<file path="src/rtl/zphoton_dump_scheduler.sv">
// zphoton_dump_scheduler: counts photon pulses per selectable window, queues window totals
// in a small FIFO and dispatches them one at a time to the UART dump block.
module zphoton_dump_scheduler #(
    parameter int CLK_HZ  = 50_000_000,
    parameter int FIFO_AW = 2
) (
    input  logic        iClk,
    input  logic        iRst_N,
    input  logic        iEn,
    input  logic        iPulse,
    input  logic [7:0]  iTime_Interval,
    input  logic        iDump_Done,
    output logic        oDump_En,
    output logic        oNewDataUpdate,
    output logic [15:0] oNewData,
    output logic [7:0]  oOverflow_Cnt,
    output logic        oBusy
);
    localparam int          DEPTH = 2 ** FIFO_AW;
    localparam logic [31:0] T_2MS   = 32'(CLK_HZ / 500 - 1);
    localparam logic [31:0] T_10MS  = 32'(CLK_HZ / 100 - 1);
    localparam logic [31:0] T_100MS = 32'(CLK_HZ / 10 - 1);
    localparam logic [31:0] T_500MS = 32'(CLK_HZ / 2 - 1);
    localparam logic [1:0]  IDLE  = 2'd0;
    localparam logic [1:0]  LOAD  = 2'd1;
    localparam logic [1:0]  RUN   = 2'd2;
    localparam logic [1:0]  DRAIN = 2'd3;

    logic [31:0]        r_win_cnt, r_term;
    logic [15:0]        r_cnt, r_data;
    logic [7:0]         r_ovf;
    logic [1:0]         r_state;
    logic [15:0]        r_mem [DEPTH];
    logic [FIFO_AW-1:0] r_wp, r_rp;
    logic [FIFO_AW:0]   r_fcnt;

    logic [31:0] w_dec, w_term;
    logic [15:0] w_sum;
    logic [1:0]  w_next;
    logic        w_tc, w_empty, w_full, w_pop, w_push, w_drop;

    always_comb begin
        w_dec = (iTime_Interval == 8'd7) ? T_10MS :
                (iTime_Interval == 8'd8) ? T_100MS :
                (iTime_Interval == 8'd9) ? T_500MS : T_2MS;
        // the window length is sampled live on its first cycle, then held until the boundary
        w_term  = (r_win_cnt == 32'd0) ? w_dec : r_term;
        w_tc    = iEn && (r_win_cnt == w_term);
        w_sum   = (r_cnt == 16'hFFFF) ? r_cnt : r_cnt + {15'd0, iPulse};
        w_empty = (r_fcnt == '0);
        w_full  = (r_fcnt == (FIFO_AW+1)'(DEPTH));
        w_pop   = iEn && (r_state == IDLE) && !w_empty;
        w_push  = w_tc && (!w_full || w_pop);
        w_drop  = w_tc && w_full && !w_pop;
        w_next  = (r_state == IDLE) ? (w_empty ? IDLE : LOAD) :
                  (r_state == LOAD) ? RUN :
                  (r_state == RUN)  ? (iDump_Done ? DRAIN : RUN) : IDLE;
    end

    always_ff @(posedge iClk or negedge iRst_N) begin
        if (!iRst_N) begin
            r_win_cnt <= '0;
            r_term    <= '0;
            r_cnt     <= '0;
            r_data    <= '0;
            r_ovf     <= '0;
            r_state   <= IDLE;
            r_wp      <= '0;
            r_rp      <= '0;
            r_fcnt    <= '0;
        end else if (!iEn) begin
            r_win_cnt <= '0;
            r_cnt     <= '0;
            r_state   <= IDLE;
            r_wp      <= '0;
            r_rp      <= '0;
            r_fcnt    <= '0;
        end else begin
            r_term    <= w_term;
            r_win_cnt <= w_tc ? 32'd0 : r_win_cnt + 32'd1;
            r_cnt     <= w_tc ? 16'd0 : w_sum;
            r_state   <= w_next;
            r_data    <= w_pop ? r_mem[r_rp] : r_data;
            r_ovf     <= (w_drop && r_ovf != 8'hFF) ? r_ovf + 8'd1 : r_ovf;
            r_wp      <= w_push ? r_wp + FIFO_AW'(1) : r_wp;
            r_rp      <= w_pop ? r_rp + FIFO_AW'(1) : r_rp;
            r_fcnt    <= r_fcnt + (FIFO_AW+1)'(w_push) - (FIFO_AW+1)'(w_pop);
        end
    end

    always_ff @(posedge iClk) begin
        if (w_push) r_mem[r_wp] <= w_sum;
    end

    assign oDump_En       = (r_state != IDLE);
    assign oNewDataUpdate = (r_state == LOAD);
    assign oNewData       = r_data;
    assign oOverflow_Cnt  = r_ovf;
    assign oBusy          = !w_empty || (r_state != IDLE);
endmodule

</file>
<file path="config.mk">
export PLATFORM = sky130hd
export DESIGN_NAME = zphoton_dump_scheduler
export DESIGN_NICKNAME = d
export VERILOG_FILES = /design/src/rtl/zphoton_dump_scheduler.sv
export SDC_FILE = /design/constraint.sdc
export NUM_CORES = 1
export LEC_CHECK = 0
export CAP_MARGIN = 10
export CORE_MARGIN = 3
export CORE_UTILIZATION = 54
export DETAILED_ROUTE_END_ITERATION = 8
export PLACE_DENSITY = 0.76
export SLEW_MARGIN = 20
export SYNTH_ARGS = -nofsm -noshare
export SYNTH_HDL_FRONTEND = slang
export SYNTH_SLANG_ARGS = --single-unit
</file>
<file path="constraint.sdc">
create_clock -name iClk -period 3.85 [get_ports iClk]
set_input_delay 0.5775 -clock iClk [delete_from_list [all_inputs] [get_ports iClk]]
set_output_delay 0.5775 -clock iClk [all_outputs]
set_load 0.005 [all_outputs]
</file>
==> flow_metrics.tcl, run 1 <==
set metrics [dict create \
    gp_congestion 0.868 \
    dp_slack_ns -0.00226 \
    die_h_um 127 \
    p_per_area_mw_per_mm2 509 \
    insertedDiodeCount 0 \
    critPathLaunchType "register" \
    worst_ep_required_time_ns 4.16 \
    grt_pass1_wl_mm 25.7 \
    synthArstFlopShare 0.638 \
    fin_ws_ns 0.235 \
    max_cap_viol_count 0 \
    die_w_um 127 \
    nFillCells 1037 \
    ctsHtreeMaxLevel 4 \
    multi_input_area_mm2 0.00297 \
    dr.pass1.iters 4 \
    cts_resized 0 \
    layout-area-overhead-vs-synth_pct 15.6 \
    cts.path.max_buffers 2 \
    period_needed_ns 3.62 \
    synth_commonest_cells "dfrtp_1 (113), edfxtp_1 (64), nor2_1 (51)" \
    ys_top_cells_by_area "dfrtp_1 (36%), edfxtp_1 (24%), xor2_1 (5.2%)" \
    io_pins 40 \
    drtAntennaViolNets 0 \
    grt_util_all_layers 0.204 \
    netlist.area_leader.share 0.357 \
    coreArea_mm2 0.0141 \
    finalPower_w 0.00466 \
    setup_viol 0 \
    ys_ff_latch 177 \
    synth_seq_area_share 0.600 \
    portBuffers 39 \
    clock_skew_ns 0.00751 \
    nets 704 \
    dieArea_mm2 0.0162 \
    synth_edf_count 64 \
    drive_above_1_share 0.136 \
    crit_fanout 6 \
    start_util 0.562 \
    first_iter_violations 327 \
    grt_max_degree 114 \
    hold_class "input pin to async pin" \
    hold_viol_final 0 \
    setup_tns_ns 0 \
    viasPerCell 5.56 \
    p_leak_nw 3.88 \
    drv_slew 0 \
    regArea_mm2 0.00475 \
    hpwl_mm 10.1 \
    wl_per_cell_um 17.7 \
    grt_remaining_overflow 0 \
    grt_antenna_before_repair 0 \
    cts_root_buffer "clkbuf_16" \
    synth_area_per_cell_um2 12.6 \
    status "finished, final reports clean" \
    numClockSinks 177 \
    rsz0062_at_grt "no" \
    yosys_most_used_dff "dfrtp_1" \
    synth.most_common_cell "dfrtp_1" \
    route.detailed.drc 0 \
    ir_drop_uv 290 \
    synthesis.nets 654 \
    syn_inst 626 \
    tightest_slew_ns 0.812 \
    final_core_util 0.649 \
    rows 43 \
    ys_types 50 \
    cts_hold_buf 0 \
    tritoncts "yes" \
    critical_path_class "register to register" \
    critical_path_arrival_ns 3.92 \
    cts_setup_buffers 0 \
    synth_warnings 0 \
    slew_headroom 0.459 \
    fin_crit_sh 0.939 \
    finalWirelength_mm 15.3 \
    synth_area_leader_cell "dfrtp_1" \
    grt_pass1_vias 5103 \
    cts_buffers 17 \
    max_freq_ghz 0.277 \
    end_kind "register" \
    clkTransAtPathRegs_ns 0.06 \
    clkLatencyLatePin_ns 0.42 \
    synth_area_mm2 0.00792 \
    via_count 4832 \
]
==> through the flow <==
step / std cells / area [um2] / hold slack, ns
3_5_place_dp: 837 / 8560 / 0.475
3_3_place_gp: 837 / 8560 / 0.472
2_1_floorplan: 626 / 7920 / 0.282
6_report: 869 / 9160 / 0.192
5_1_grt: 869 / 9160 / 0.254
4_1_cts: 869 / 9150 / 0.262
==> cells by family (layout without fill, tap and decap cells) <==
group	count (synthesis)	after routing	synth area share
multiplexers	35	35	0.0724
flip-flops	177	177	0.600
AND/OR/NAND/NOR	233	233	0.154
adder cells (fa/ha/maj)	15	15	0.0246
buffers and inverters	49	112	0.0256
XOR/XNOR	82	82	0.0916
AO/OA/AOI/OAI	35	35	0.0322
==> metal layers <==
metal	vias up	track usage	part of all wire
li1	2295	-	-
met1	2429	0.245	0.42
met2	90	0.361	0.53
met3	18	0.0510	0.033
met4	0	0.0675	0.017
met5	-	0	0
==> final timing paths <==
check,start,endpoint,slack (ns),cells past startpoint
setup / recovery,r_win_cnt[5],r_fcnt[2],0.23,15
hold / removal,iRst_N,oNewData[15],0.19,2
setup reg to reg,r_win_cnt[5],r_fcnt[2],0.23,15
hold reg to reg,r_term[2],r_term[2],0.50,1
max in group asynchronous,iRst_N,r_rp[0],3.11,2
min in group iClk,r_term[2],r_term[2],0.50,1
==> layout make-up <==
class | count | area share
tap | 180 | 0.0246
clock inverter | 10 | 0.0135
multi-input combinational | 400 | 0.324
sequential | 177 | 0.519
clock buffer | 22 | 0.0507
timing repair buffer | 57 | 0.0585
inverter | 23 | 0.00943
==> where the power goes <==
group | leakage, nW | switching (W) | internal, W
Clock | 0.282 | 0.000707 | 0.000999
Combinational | 1.54 | 0.000294 | 0.000472
Sequential | 2.06 | 0.000122 | 0.00207
==> state kept, by name, summed over array words and instances, names as in the netlist <==
register and cells:
r_term 32, r_wp 2, oNewData 16, r_state 2
oOverflow_Cnt 8, r_win_cnt 32, r_cnt 16, r_rp 2
r_mem 64, r_fcnt 3
==> cells in the final DEF (no fill, tap or decap), types with 3 or more instances in the layout <==
cell type        synthesis  layout
dfrtp_1                113     112
inv_6                    0       4
mux4_2                  16      16
mux2_2                  18      18
nor4_1                  10      10
clkdlybuf4s50_1          0      38
and2_1                  19      19
nand2_1                 41      41
xor2_1                  47      47
and4_1                   4       4
and3_1                  21      21
inv_1                   21      21
clkbuf_16                0      17
nor3b_1                  3       3
nor2b_1                 13      13
o21ai_0                  7       7
a21o_1                   7       7
xnor2_1                 34      34
nand4_1                 16      16
nor2_1                  51      50
or4_1                    3       3
buf_4                    0      18
nand2b_1                10      10
nand3_1                 22      22
ha_1                    14      14
clkbuf_1                21       3
nor3_1                  12      12
edfxtp_1                64      64
a21oi_1                  8       8
==> worst max-delay path, stage by stage (launching register included) <==
cell      delay [ns]
dfrtp_1         0.50
xnor2_2         0.21
o221ai_1        0.12
or4_1           0.51
or4_4           0.51
a211oi_4        0.19
nand2_2         0.11
a21oi_4         0.16
inv_2           0.05
ha_1            0.26
inv_1           0.06
ha_1            0.13
inv_1           0.05
fa_1            0.37
xnor2_1         0.13
and2_1          0.15
(Power assumes the default switching activity.)
==> run 2: changes to the inputs <==
--- a/config.mk
+++ b/config.mk
@@ -7,9 +7,8 @@
 export LEC_CHECK = 0
 export CAP_MARGIN = 10
 export CORE_MARGIN = 3
-export CORE_UTILIZATION = 54
+export CORE_UTILIZATION = 35
 export DETAILED_ROUTE_END_ITERATION = 8
-export PLACE_DENSITY = 0.76
 export SLEW_MARGIN = 20
 export SYNTH_ARGS = -nofsm -noshare
 export SYNTH_HDL_FRONTEND = slang
==> flow_metrics.tcl, run 2 (synthesis gave the netlist of run 1 again) <==
set metrics [dict create \
    grt_pass1_wl_mm 26.8 \
    coreArea_mm2 0.0220 \
    reg2reg_depth 15 \
    regMostFlops "r_mem" \
    layout-area-overhead-vs-synth_pct 17.6 \
    hold_class "input pin to async pin" \
    grt_max_degree 84 \
    ctsHtreeMaxLevel 4 \
    largest_reg_flops 64 \
    die_w_um 156 \
    critical_path_class "register to register" \
    finalWirelength_mm 16.1 \
    grt_remaining_overflow 0 \
    drive_above_1_share 0.141 \
    period_needed_ns 3.59 \
    grt_pass1_vias 5003 \
    final_core_util 0.423 \
    critPathLaunchType "register" \
    clock_skew_ns 0.00982 \
    top_regs "r_mem x64, r_term x32, r_win_cnt x32" \
    p_per_area_mw_per_mm2 507 \
    crit_fanout 6 \
    slew_headroom 0.413 \
    power_frac_clock 0.371 \
    via_count 4807 \
    drtAntennaViolNets 0 \
    pwr-share-comb 0.165 \
    stdcell_area_mm2 0.00932 \
    rows 54 \
    post_dp_cell_area_mm2 0.00872 \
    cts_buffers 17 \
    max_cap_viol_count 0 \
    final_common_cell "dfrtp_1" \
    status "finished, final reports clean" \
    setup_viol 0 \
    tritoncts "yes" \
    fin_crit_sh 0.933 \
    rsz0062_at_grt "no" \
    cts_hold_buf 0 \
    p_int_w 0.00354 \
    worst_ep_required_time_ns 4.18 \
    dr.pass1.iters 4 \
    tightest_slew_ns 0.880 \
    numClockSinks 177 \
    cts_root_buffer "clkbuf_16" \
    insertedDiodeCount 0 \
    final_cell_mix "dfrtp_1 (112), edfxtp_1 (64), nor2_1 (51), xor2_1 (47), nand2_1 (41)" \
    end_kind "register" \
    max_freq_ghz 0.278 \
    ir_drop_uv 264 \
    holdWs_ns 0.193 \
    nets 708 \
    route.detailed.drc 0 \
    gp_congestion 0.878 \
    first_iter_violations 178 \
    drv_slew 0 \
    portBuffers 39 \
    power_frac_seq 0.464 \
    hold_viol_final 0 \
    sw_frac_of_total 0.251 \
    cts.path.max_buffers 2 \
    die_h_um 156 \
    viasPerCell 4.94 \
    start_util 0.360 \
    clkLatencyLatePin_ns 0.43 \
    p_sw_w 0.00118 \
    clkTransAtPathRegs_ns 0.07 \
    grt_util_all_layers 0.139 \
    critical_path_arrival_ns 3.92 \
    cts_resized 0 \
    hpwl_mm 11.0 \
    cts_setup_buffers 0 \
    wl_per_cell_um 16.6 \
    p_leak_nw 3.91 \
    grt_antenna_before_repair 0 \
    dieArea_mm2 0.0245 \
    io_pins 40 \
]
run 2: worst max-delay path: stages, from the launching register on:
cell and delay (ns):
dfrtp_1 0.47, xnor2_2 0.20, o221ai_1 0.12, or4_1 0.53, or4_4 0.52, a211oi_4 0.20, nand2_2 0.11, a21oi_4 0.14
inv_2 0.05, ha_1 0.26, inv_1 0.06, ha_1 0.13, inv_1 0.04, fa_1 0.37, xnor2_1 0.13, and2_1 0.15
run 2: per-stage QoR:
stage / setup slack, ns / instances / total power [W] / setup TNS (ns)
floorplan: 0.201 / 626 / 0.00264 / 0
global placement: 0.0225 / 941 / 0.00301 / 0
detailed placement: -0.0185 / 941 / 0.00304 / -0.0185
CTS: 0.253 / 973 / 0.00479 / 0
global route: 0.0416 / 973 / 0.00497 / 0
finish: 0.257 / 973 / 0.00472 / 0
run 2: final cells by class:
type	instances	area (um2)
fillers	2064	12700
flip-flops and latches	177	4750
multi-input cells	400	2970
repair buffers	61	569
clock buffers	19	443
well taps	280	350
clock inverters	13	150
inverters	23	86.3
run 2: path summary, 6_finish.rpt:
kind,from,to,slack [ns]
min reg2reg,r_term[1],r_term[1],0.49
min,iRst_N,oNewData[14],0.19
max in group asynchronous,iRst_N,r_term[8],2.82
min in group iClk,r_term[1],r_term[1],0.49
max reg2reg,r_win_cnt[5],r_fcnt[2],0.26
max,r_win_cnt[5],r_fcnt[2],0.26
run 2: layer usage:
metal,vias to the layer above,GRT usage,share of wire
li1,2289,-,-
met1,2419,0.176,0.44
met2,84,0.241,0.52
met3,15,0.0313,0.031
met4,0,0.0383,0.013
met5,-,0,0
run 2: power groups by stage:
| stage | Sequential (W) | Clock (W) | Combinational, W |
|---|---|---|---|
| after floorplan | 0.00218 | 0 | 0.000465 |
| after global placement | 0.00223 | 0 | 0.000777 |
| after detailed placement | 0.00224 | 0 | 0.000800 |
| after CTS | 0.00220 | 0.00179 | 0.000801 |
| after global routing | 0.00221 | 0.00188 | 0.000867 |
| final | 0.00219 | 0.00175 | 0.000779 |
==> run 3: changes to the inputs <==
--- a/config.mk
+++ b/config.mk
@@ -9,6 +9,7 @@
 export CORE_MARGIN = 3
 export CORE_UTILIZATION = 35
 export DETAILED_ROUTE_END_ITERATION = 8
+export GPL_TIMING_DRIVEN = 0
 export SLEW_MARGIN = 20
 export SYNTH_ARGS = -nofsm -noshare
 export SYNTH_HDL_FRONTEND = slang
==> flow_metrics.tcl, run 3 (synthesis gave the netlist of run 1 again) <==
set metrics [dict create \
    route.detailed.drc 0 \
    ir_drop_uv 286 \
    critical_path_class "register to register" \
    grt_pass1_wl_mm 27.5 \
    top_regs "r_mem x64, r_term x32, r_win_cnt x32" \
    critPathBufInv 5 \
    ctsHtreeMaxLevel 4 \
    nets 717 \
    rr_startpoint "r_win_cnt[5]" \
    regMostFlops "r_mem" \
    p_per_area_mw_per_mm2 498 \
    drive_above_1_share 0.140 \
    power_frac_clock 0.357 \
    portBuffers 39 \
    multi_input_area_mm2 0.00302 \
    p_int_w 0.00341 \
    crit_chain "buf_6 > xnor2_4 > o221ai_2 > or4_1 > or4_4 > a211oi_4 > nand2_2 > buf_6 > a21oi_4 > inv_2 > ha_1 > inv_1 > ha_1 > inv_1 > fa_2 > xnor2_1 > and2_1" \
    hold_viol_final 0 \
    largest_reg_flops 64 \
    clkLatencyLatePin_ns 0.44 \
    critPathLaunchType "register" \
    via_count 4978 \
    stdcell_area_mm2 0.00936 \
    dr.pass1.iters 5 \
    grt_util_all_layers 0.144 \
    finalWirelength_mm 16.6 \
    grt_pass1_vias 5236 \
    pwr-share-comb 0.184 \
    die_w_um 156 \
    dieArea_mm2 0.0245 \
    status "finished, final reports clean" \
    r2r_setup_slack_ns 0.17 \
    regArea_mm2 0.00475 \
    critical_path_arrival_ns 4.01 \
    worst_ep_required_time_ns 4.18 \
    max_freq_ghz 0.272 \
    drv_slew 0 \
    reg2reg_to "r_fcnt[2]" \
    insertedDiodeCount 0 \
    dp_slack_ns -0.674 \
    tightest_slew_ns 0.946 \
    hpwl_mm 11.5 \
    drtAntennaViolNets 0 \
    end_kind "register" \
    dp.cells 946 \
    first_iter_violations 260 \
    holdWs_ns 0.0433 \
    clock_skew_ns 0.0173 \
    power_frac_seq 0.459 \
    hold_class "input pin to async pin" \
    fin_crit_sh 0.956 \
    slew_headroom 0.370 \
    fin_ws_ns 0.170 \
    path_delay_family "simple AND/OR/NAND/NOR gates" \
    cts_buffers 17 \
    cts.path.max_buffers 2 \
    grt_remaining_overflow 0 \
    crit_fanout 6 \
    io_pins 40 \
    cts_hold_buf 0 \
    viasPerCell 5.07 \
    rows 54 \
    max_cap_viol_count 0 \
    grt_antenna_before_repair 0 \
    cts_root_buffer "clkbuf_16" \
    setup_viol 0 \
    reg2reg_depth 17 \
    tritoncts "yes" \
    numClockSinks 177 \
    die_h_um 156 \
    nFillCells 2012 \
    post_dp_cell_area_mm2 0.00869 \
    crit_end "r_fcnt[2]" \
    grt_max_degree 77 \
    start_util 0.360 \
    clkTransAtPathRegs_ns 0.08 \
    final_common_cell "dfrtp_1" \
    finalPower_w 0.00466 \
    layout-area-overhead-vs-synth_pct 18.2 \
    gp_congestion 0.853 \
    crit_cells 17 \
    period_needed_ns 3.68 \
    slowest_delay_ns 0.53 \
    final_cell_mix "dfrtp_1 (110), edfxtp_1 (64), nor2_1 (50), xor2_1 (47), nand2_1 (41)" \
    stdcell_count 982 \
    coreArea_mm2 0.0220 \
    crit_start "r_win_cnt[5]" \
    p_leak_nw 3.88 \
    sw_frac_of_total 0.269 \
    rsz0062_at_grt "no" \
    cp_slowest_cell "or4_4" \
    wl_per_cell_um 16.9 \
    p_sw_w 0.00125 \
]
-- run 3: changes by cell type in the layout (fill, tap and decap cells not counted), moves of 3 or more --
cell / previous run / this run
buf_4: 21 / 6
clkinv_4: 1 / 4
clkbuf_1: 1 / 20
buf_2: 0 / 3
-- run 3: worst min path at each step --
stage	startpoint	to	slack [ns]	cells after the start
2_1_floorplan	iRst_N	oNewData[0]	0.28	0
3_3_place_gp	r_term[4]	r_term[4]	0.48	1
3_5_place_dp	r_term[1]	r_term[1]	0.48	1
4_1_cts	iRst_N	oNewData[14]	0.06	1
5_1_grt	iRst_N	oNewData[14]	0.07	1
6_report	iRst_N	oNewData[14]	0.04	1
-- run 3: repair_timing --
action / in CTS / in global routing
pin swaps: 3 / 5
endpoints found under the hold margin: 0 / 0
setup endpoints to repair: 66 / 66
setup buffers: 4 / 2
resized for setup: 6 / 8
-- run 3: metal layers --
| layer | part of all wire | global-route usage | vias to the layer above |
|---|---|---|---|
| met5 | 0 | 0 | - |
| met4 | 0.017 | 0.0434 | 0 |
| met3 | 0.034 | 0.0329 | 22 |
| met2 | 0.51 | 0.246 | 110 |
| met1 | 0.44 | 0.183 | 2522 |
| li1 | - | - | 2324 |
-- run 3: stage by stage --
step / utilization / TNS [ns]
global route: 0.425 / 0
finish: 0.425 / 0
CTS: 0.423 / 0
detailed placement: 0.394 / -34.85
global placement: 0.393 / -289.28
floorplan: - / 0
-- run 3: final cells by class --
| type | instances | share of cell area |
|---|---|---|
| repair buffers | 46 | 0.0495 |
| inverters | 23 | 0.00922 |
| multi-input cells | 400 | 0.323 |
| well taps | 280 | 0.0374 |
| clock inverters | 14 | 0.0155 |
| plain buffers | 24 | 0.0116 |
| flip-flops and latches | 177 | 0.508 |
| clock buffers | 18 | 0.0458 |
-- run 3: power groups by stage --
stage / combinational, W / sequential, W / clock, W
after floorplan: 0.000465 / 0.00218 / 0
after global placement: 0.000840 / 0.00217 / 0
after detailed placement: 0.000871 / 0.00218 / 0
after CTS: 0.000874 / 0.00214 / 0.00170
after global routing: 0.000952 / 0.00216 / 0.00178
final: 0.000856 / 0.00214 / 0.00167
